File: config.mk
export PLATFORM = sky130hd
export DESIGN_NAME = f_ifu_flat
export DESIGN_NICKNAME = d
export VERILOG_FILES = /design/src/rtl/f_ifu_if.sv /design/src/rtl/f_ifu.sv /design/src/flat_wrapper.sv
export SDC_FILE = /design/constraint.sdc
export NUM_CORES = 1
export LEC_CHECK = 0
export ABC_AREA = 0
export BUFFER_PORTS_ARGS = -buffer_cell sky130_fd_sc_hd__buf_4
export CORE_UTILIZATION = 52
export CTS_BUF_LIST = sky130_fd_sc_hd__clkbuf_4 sky130_fd_sc_hd__clkbuf_8 sky130_fd_sc_hd__clkbuf_16
export DETAILED_ROUTE_END_ITERATION = 10
export PLACE_DENSITY = 0.92
export SETUP_SLACK_MARGIN = 0.2
export SLEW_MARGIN = 40
export SYNTH_ARGS = -nofsm -noshare
export SYNTH_HDL_FRONTEND = slang
export SYNTH_SLANG_ARGS = --single-unit
File: constraint.sdc
create_clock -name clk -period 3.4 [get_ports clk]
set_input_delay 0.51 -clock clk [delete_from_list [all_inputs] [get_ports clk]]
set_output_delay 0.51 -clock clk [all_outputs]
set_load 0.03 [all_outputs]
File: src/rtl/f_ifu_if.sv
// Fetch-stage signal bundle between the IFU, the decode stage and instruction memory.
// slave = the IFU itself; master = whatever drives redirects and returns instructions.
interface f_ifu_if;
    logic        stall;
    logic        fd_clr;
    logic [1:0]  d_npc_sel;
    logic        d_br_taken;
    logic [15:0] d_imm16;
    logic [25:0] d_imm26;
    logic [31:0] d_rs_val;
    logic [31:0] f_pc;
    logic [31:0] f_instr;
    logic [31:0] d_instr;
    logic [31:0] d_pc;
    logic [31:0] d_pc8;
    logic        d_valid;
    logic        d_exc_adel;

    modport slave (
        input  stall, fd_clr, d_npc_sel, d_br_taken, d_imm16, d_imm26, d_rs_val, f_instr,
        output f_pc, d_instr, d_pc, d_pc8, d_valid, d_exc_adel
    );

    modport master (
        output stall, fd_clr, d_npc_sel, d_br_taken, d_imm16, d_imm26, d_rs_val, f_instr,
        input  f_pc, d_instr, d_pc, d_pc8, d_valid, d_exc_adel
    );
endinterface

File: src/rtl/f_ifu.sv
// MIPS fetch stage: PC register, next-PC select, F/D register; one cycle PC-to-F/D latency.
// Backpressure: stall freezes PC and F/D; fd_clr inserts a bubble. Option: FETCH_ADEL_EN.
module f_ifu #(
    parameter logic [31:0] PC_RESET = 32'h0000_3000,
    parameter int          IM_WORDS = 4096
) (
    input  logic     clk,
    input  logic     reset_n,
    f_ifu_if.slave   bus
);

    typedef enum logic [1:0] {
        NPC_SEQ = 2'b00,
        NPC_BR  = 2'b01,
        NPC_J   = 2'b10,
        NPC_JR  = 2'b11
    } npc_sel_e;

    logic [31:0] r_pc;
    logic [31:0] r_d_instr;
    logic [31:0] r_d_pc;
    logic        r_d_valid;
    logic        r_d_exc_adel;

    logic [31:0] w_seq;
    logic [31:0] w_br_off;
    logic [31:0] w_br_tgt;
    logic [31:0] w_j_tgt;
    logic [31:0] w_npc;
    logic        w_adel;
    logic [31:0] w_fetch_instr;

    // Redirect targets are relative to the branch/jump sitting in D, not to f_pc.
    assign w_seq    = r_pc + 32'd4;
    assign w_br_off = {{14{bus.d_imm16[15]}}, bus.d_imm16, 2'b00};
    assign w_br_tgt = r_d_pc + 32'd4 + w_br_off;
    assign w_j_tgt  = {r_d_pc[31:28], bus.d_imm26, 2'b00};

    always_comb begin
        w_npc = w_seq;
        case (npc_sel_e'(bus.d_npc_sel))
            NPC_SEQ: w_npc = w_seq;
            NPC_BR:  w_npc = bus.d_br_taken ? w_br_tgt : w_seq;
            NPC_J:   w_npc = w_j_tgt;
            NPC_JR:  w_npc = bus.d_rs_val;
            default: w_npc = w_seq;
        endcase
    end

`ifdef FETCH_ADEL_EN
    localparam logic [31:0] PC_LAST = PC_RESET + 32'(4 * IM_WORDS) - 32'd4;

    assign w_adel        = (r_pc[1:0] != 2'b00) || (r_pc < PC_RESET) || (r_pc > PC_LAST);
    assign w_fetch_instr = w_adel ? 32'h0000_0000 : bus.f_instr;
`else
    // Instruction-space bound only matters when fetch address checking is built in.
    logic w_unused_im;
    assign w_unused_im   = (IM_WORDS > 0);
    assign w_adel        = 1'b0;
    assign w_fetch_instr = bus.f_instr;
`endif

    always_ff @(posedge clk or negedge reset_n) begin
        if (!reset_n) begin
            r_pc <= PC_RESET;
        end else if (!bus.stall) begin
            r_pc <= w_npc;
        end
    end

    // fd_clr wins over stall so a bubble can be injected while the PC is frozen.
    always_ff @(posedge clk or negedge reset_n) begin
        if (!reset_n) begin
            r_d_instr    <= 32'h0000_0000;
            r_d_pc       <= 32'h0000_0000;
            r_d_valid    <= 1'b0;
            r_d_exc_adel <= 1'b0;
        end else if (bus.fd_clr) begin
            r_d_instr    <= 32'h0000_0000;
            r_d_pc       <= r_pc;
            r_d_valid    <= 1'b0;
            r_d_exc_adel <= 1'b0;
        end else if (!bus.stall) begin
            r_d_instr    <= w_fetch_instr;
            r_d_pc       <= r_pc;
            r_d_valid    <= 1'b1;
            r_d_exc_adel <= w_adel;
        end
    end

    assign bus.f_pc       = r_pc;
    assign bus.d_instr    = r_d_instr;
    assign bus.d_pc       = r_d_pc;
    assign bus.d_pc8      = r_d_pc + 32'd8;
    assign bus.d_valid    = r_d_valid;
    assign bus.d_exc_adel = r_d_exc_adel;

endmodule

File: src/flat_wrapper.sv
// flat-port wrapper written by rule: the top's interface ports become plain ports
module f_ifu_flat 
#(
    parameter logic [31:0] PC_RESET = 32'h0000_3000,
    parameter int          IM_WORDS = 4096
)
  (clk, reset_n, bus_stall, bus_fd_clr, bus_d_npc_sel, bus_d_br_taken, bus_d_imm16, bus_d_imm26, bus_d_rs_val, bus_f_instr, bus_f_pc, bus_d_instr, bus_d_pc, bus_d_pc8, bus_d_valid, bus_d_exc_adel);
  f_ifu_if bus_i ();
  input  logic clk;
  input  logic reset_n;
  input wire logic [$bits(bus_i.stall)-1:0] bus_stall;
  input wire logic [$bits(bus_i.fd_clr)-1:0] bus_fd_clr;
  input wire logic [$bits(bus_i.d_npc_sel)-1:0] bus_d_npc_sel;
  input wire logic [$bits(bus_i.d_br_taken)-1:0] bus_d_br_taken;
  input wire logic [$bits(bus_i.d_imm16)-1:0] bus_d_imm16;
  input wire logic [$bits(bus_i.d_imm26)-1:0] bus_d_imm26;
  input wire logic [$bits(bus_i.d_rs_val)-1:0] bus_d_rs_val;
  input wire logic [$bits(bus_i.f_instr)-1:0] bus_f_instr;
  output wire logic [$bits(bus_i.f_pc)-1:0] bus_f_pc;
  output wire logic [$bits(bus_i.d_instr)-1:0] bus_d_instr;
  output wire logic [$bits(bus_i.d_pc)-1:0] bus_d_pc;
  output wire logic [$bits(bus_i.d_pc8)-1:0] bus_d_pc8;
  output wire logic [$bits(bus_i.d_valid)-1:0] bus_d_valid;
  output wire logic [$bits(bus_i.d_exc_adel)-1:0] bus_d_exc_adel;
  assign bus_i.stall = bus_stall;
  assign bus_i.fd_clr = bus_fd_clr;
  assign bus_i.d_npc_sel = bus_d_npc_sel;
  assign bus_i.d_br_taken = bus_d_br_taken;
  assign bus_i.d_imm16 = bus_d_imm16;
  assign bus_i.d_imm26 = bus_d_imm26;
  assign bus_i.d_rs_val = bus_d_rs_val;
  assign bus_i.f_instr = bus_f_instr;
  assign bus_f_pc = bus_i.f_pc;
  assign bus_d_instr = bus_i.d_instr;
  assign bus_d_pc = bus_i.d_pc;
  assign bus_d_pc8 = bus_i.d_pc8;
  assign bus_d_valid = bus_i.d_valid;
  assign bus_d_exc_adel = bus_i.d_exc_adel;
  f_ifu #(.PC_RESET(PC_RESET), .IM_WORDS(IM_WORDS)) u_core (.clk(clk), .reset_n(reset_n), .bus(bus_i));
endmodule
==> results by group <==
Outcome
  – Status: finished clean

Placed design
  – Gpl congestion: 0.921
  – DP Worst Slack: 0.00136 ns
  – Placed cell areas: 9470 sq um
  – Placed wire-length estimate: 17.3 mm
  – Placed Cells: 1199
  – Buffers on Ports: 241

Yosys
  – Top cells by count, synth: dfrtp_1 (95), nor2_1 (74), nand2_1 (61), o21ai_0 (60), ha_1 (59)
  – EDFF count, synth: 0
  – Yosys warns: 0
  – Top cell type by total area after synthesis: dfrtp_1
  – Async S/R FF share, synth: 100%
  – Top post-synthesis cells by area: dfrtp_1 (32%), ha_1 (9.8%), mux2i_1 (6.1%), mux2_2 (5.7%), xnor2_1 (4.6%)
  – Mapped Cells: 807
  – Number of library cell types mapped by synthesis: 75
  – Count leader, synth: dfrtp_1
  – Mapped Area: 7500 sq um
  – Syn_area_per_cell: 9.30 sq um
  – Synth top area share: 31.7%
  – Number of synthesized register bits: 97
  – Synth Flop Type: dfrtp_1
  – Syn Nets: 980
  – Post-synthesis sequential area ratio: 32.4%

Critical path
  – Worst EP required: 3.61 ns
  – End point of the critical path: u_core.bus.f_pc[25]
  – Worst r2r src: u_core.bus.d_pc[5]
  – WS Path Type: flop to flop
  – Critical-path cell list: buf_4 -> ha_1 -> ha_1 -> a211oi_2 -> o21bai_1 -> a21oi_2 -> o21ai_2 -> o2111ai_4 -> a311oi_4 -> a211oi_2 -> xnor2_1 -> o221ai_2
  – Worst setup startpoint: u_core.bus.d_pc[5]
  – Maximum fanout along the worst path: 5
  – Critical path's largest stage delay: 0.43 ns
  – RR Endpoint: u_core.bus.f_pc[25]
  – Critical path arrival: 3.40 ns
  – Slowest cell on crit path: a311oi_4
  – WP depth: 12
  – Setup crit end kind: flop
  – Largest delay share family, worst path: compound AO/OA/AOI/OAI gates
  – Register-to-Register Path Depth: 12
  – Worst reg2reg setup slack: 0.21 ns
  – Buf/Inv on CP: 1
  – Crit start category: flop

CTS
  – CTS tree: yes
  – CTS Buf Count: 9
  – H-tree depth: 3
  – Max clock buf depth: 2
  – Clock transition at path regs: 0.08 ns
  – Clock sinks: 97
  – Clk_lat worst skew: 0.36 ns
  – Cts hold-fix bufs: 0
  – CTS root buf: clkbuf_16

Floorplan
  – Die Y: 122 um
  – Full die area: 14900 sq um
  – Site Rows: 43
  – Chip Width: 122 um
  – Initial Util: 53.6%
  – Total core area: 14000 sq um
  – Io pins: 243

Global routing
  – Vias in the first global route: 7174
  – Gr ovfl total: 0
  – Initial antenna violation count: 0
  – Largest net degree at the start of global routing: 52
  – Global-route wire length before repair: 36.2 mm
  – All-Layer GR Usage: 31.5%

Timing
  – Slew Limit Fails: 0
  – Min Tclk post-route: 3.19 ns
  – FMAX: 313 MHz
  – Slew @ Worst Pin: 0.652 ns
  – Slew HR: 56.6%
  – Fin worst setup slack: 0.207 ns
  – Fin Setup TNS: 0 ns
  – Clock skew: 0.0117 ns
  – Unrepaired setup endpoints after global routing: true
  – Final setup fails: 0
  – Final Cycle Share: 93.9%
  – Final hold violations: 0

Drt
  – Via count: 7421
  – DRT Wirelength: 23.4 mm
  – Via/cell ratio: 6.08
  – Wire per inst: 19.2 um
  – DR iter-0 viols: 803
  – Remaining DRCs: 0
  – Post-route ant nets: 0
  – First drt pass iteration count: 7

Finish
  – Layout cell share with drive strength beyond 1: 35.3%
  – Final Util: 70.8%
  – Nets@finish: 1209
  – Fin area: 9900 sq um
  – # diodes: 0
  – Non-Filler Instances: 1221
  – Synth-to-Final Area Change: 32.0%

Pwr
  – Cell Pwr Density: 600 nW/um^2
  – P_leak: 0.00474 uW
  – IR drop worst, VDD: 0.000322 V

Min path
  – Hold Crit Class: input pin to async pin

Run
  – Max cap viols: 0
-- layout make-up --
cell class	count	area (sq um)
repair buffers	265	2020
fillers	1054	4090
inverters	20	75.1
multi-input cells	643	4830
clock inverters	6	73.8
flip-flops and latches	97	2430
clock buffers	10	239
well taps	180	225
-- worst reg2reg max path, delay by kind of cell, from the launching register on --
family                     cells  cell delay, ns
AOI/OAI and AO/OA              8            1.57
xor gates and xnor gates       1            0.22
adders and majority gates      2            0.68
buffers and inverters          1            0.16
DFF                            1            0.41
-- worst min-delay path by stage --
stage,endpoint,slack (ns),depth (start not counted)
floorplan,u_core.bus.d_instr[0],0.21,0
global placement,u_core.bus.d_instr[3],0.50,2
detailed placement,u_core.bus.d_instr[23],0.52,2
CTS,u_core.bus.d_pc[9],0.17,1
global route,u_core.bus.d_pc[9],0.19,1
finish,u_core.bus.d_pc[9],0.15,1
-- routing by layer --
layer	wire [um]	vias to the layer above	GRT usage (%)	share of wire (%)
met5	0	-	0	0
met4	627	0	11.5	2.7
met3	2130	58	7.40	9.1
met2	11200	421	52.5	48
met1	9480	3527	39.6	41
li1	-	3415	-	-
-- cells in the final DEF, fill, tap and decap left out, types with 13 or more instances in the layout --
cell / Yosys / routed
and3_1: 14 / 13
ha_1: 59 / 58
dfrtp_1: 95 / 94
inv_1: 19 / 19
xor2_1: 20 / 20
buf_4: 11 / 263
nand2_1: 61 / 61
xnor2_1: 39 / 39
mux2_2: 38 / 38
a21o_1: 13 / 13
o21ai_0: 60 / 60
nor2_1: 74 / 71
nand3_1: 20 / 20
a21oi_1: 50 / 50
nand4_1: 15 / 15
mux2i_1: 46 / 46
-- sequential cells by signal, summed over array words and instances, names as in the netlist --
name / count
u_core.bus.d_instr: 32
u_core.bus.d_pc: 32
u_core.bus.f_pc: 32
u_core.bus.d_valid: 1
-- cells by family (layout without fill, tap and decap cells) --
| group | count (synthesis) | in the layout | synth area share (%) |
|---|---|---|---|
| AO/OA/AOI/OAI | 208 | 208 | 18.8 |
| XOR/XNOR | 59 | 59 | 6.89 |
| adder cells (fa/ha/maj) | 60 | 60 | 10.1 |
| buffers and inverters | 67 | 301 | 4.20 |
| flip-flops | 97 | 97 | 32.4 |
| multiplexers | 85 | 85 | 12.1 |
| other | 1 | 1 | 0.0500 |
| AND/OR/NAND/NOR | 230 | 230 | 15.4 |
-- stage by stage --
| stage | hold WS (ns) | power (uW) |
|---|---|---|
| 3_3_place_gp | 0.505 | 4670 |
| 4_1_cts | 0.172 | 5870 |
| 3_5_place_dp | 0.519 | 4750 |
| 5_1_grt | 0.190 | 6250 |
| 6_report | 0.148 | 5940 |
| 2_1_floorplan | 0.214 | 3700 |
-- power breakdown --
part	total (uW)	internal [uW]	switching (uW)
Clock	1090	600	490
Combinational	3150	1310	1850
Sequential	1700	1360	340
Total	5940	3260	2680
-- timing repair --
action / CTS / global route
gates resized for setup: 7 / 8
pin swaps: 4 / 6
setup buffers: 4 / 2
endpoints found under the setup margin: 11 / 17
No activity file was read; power rests on OpenSTA's default activity.
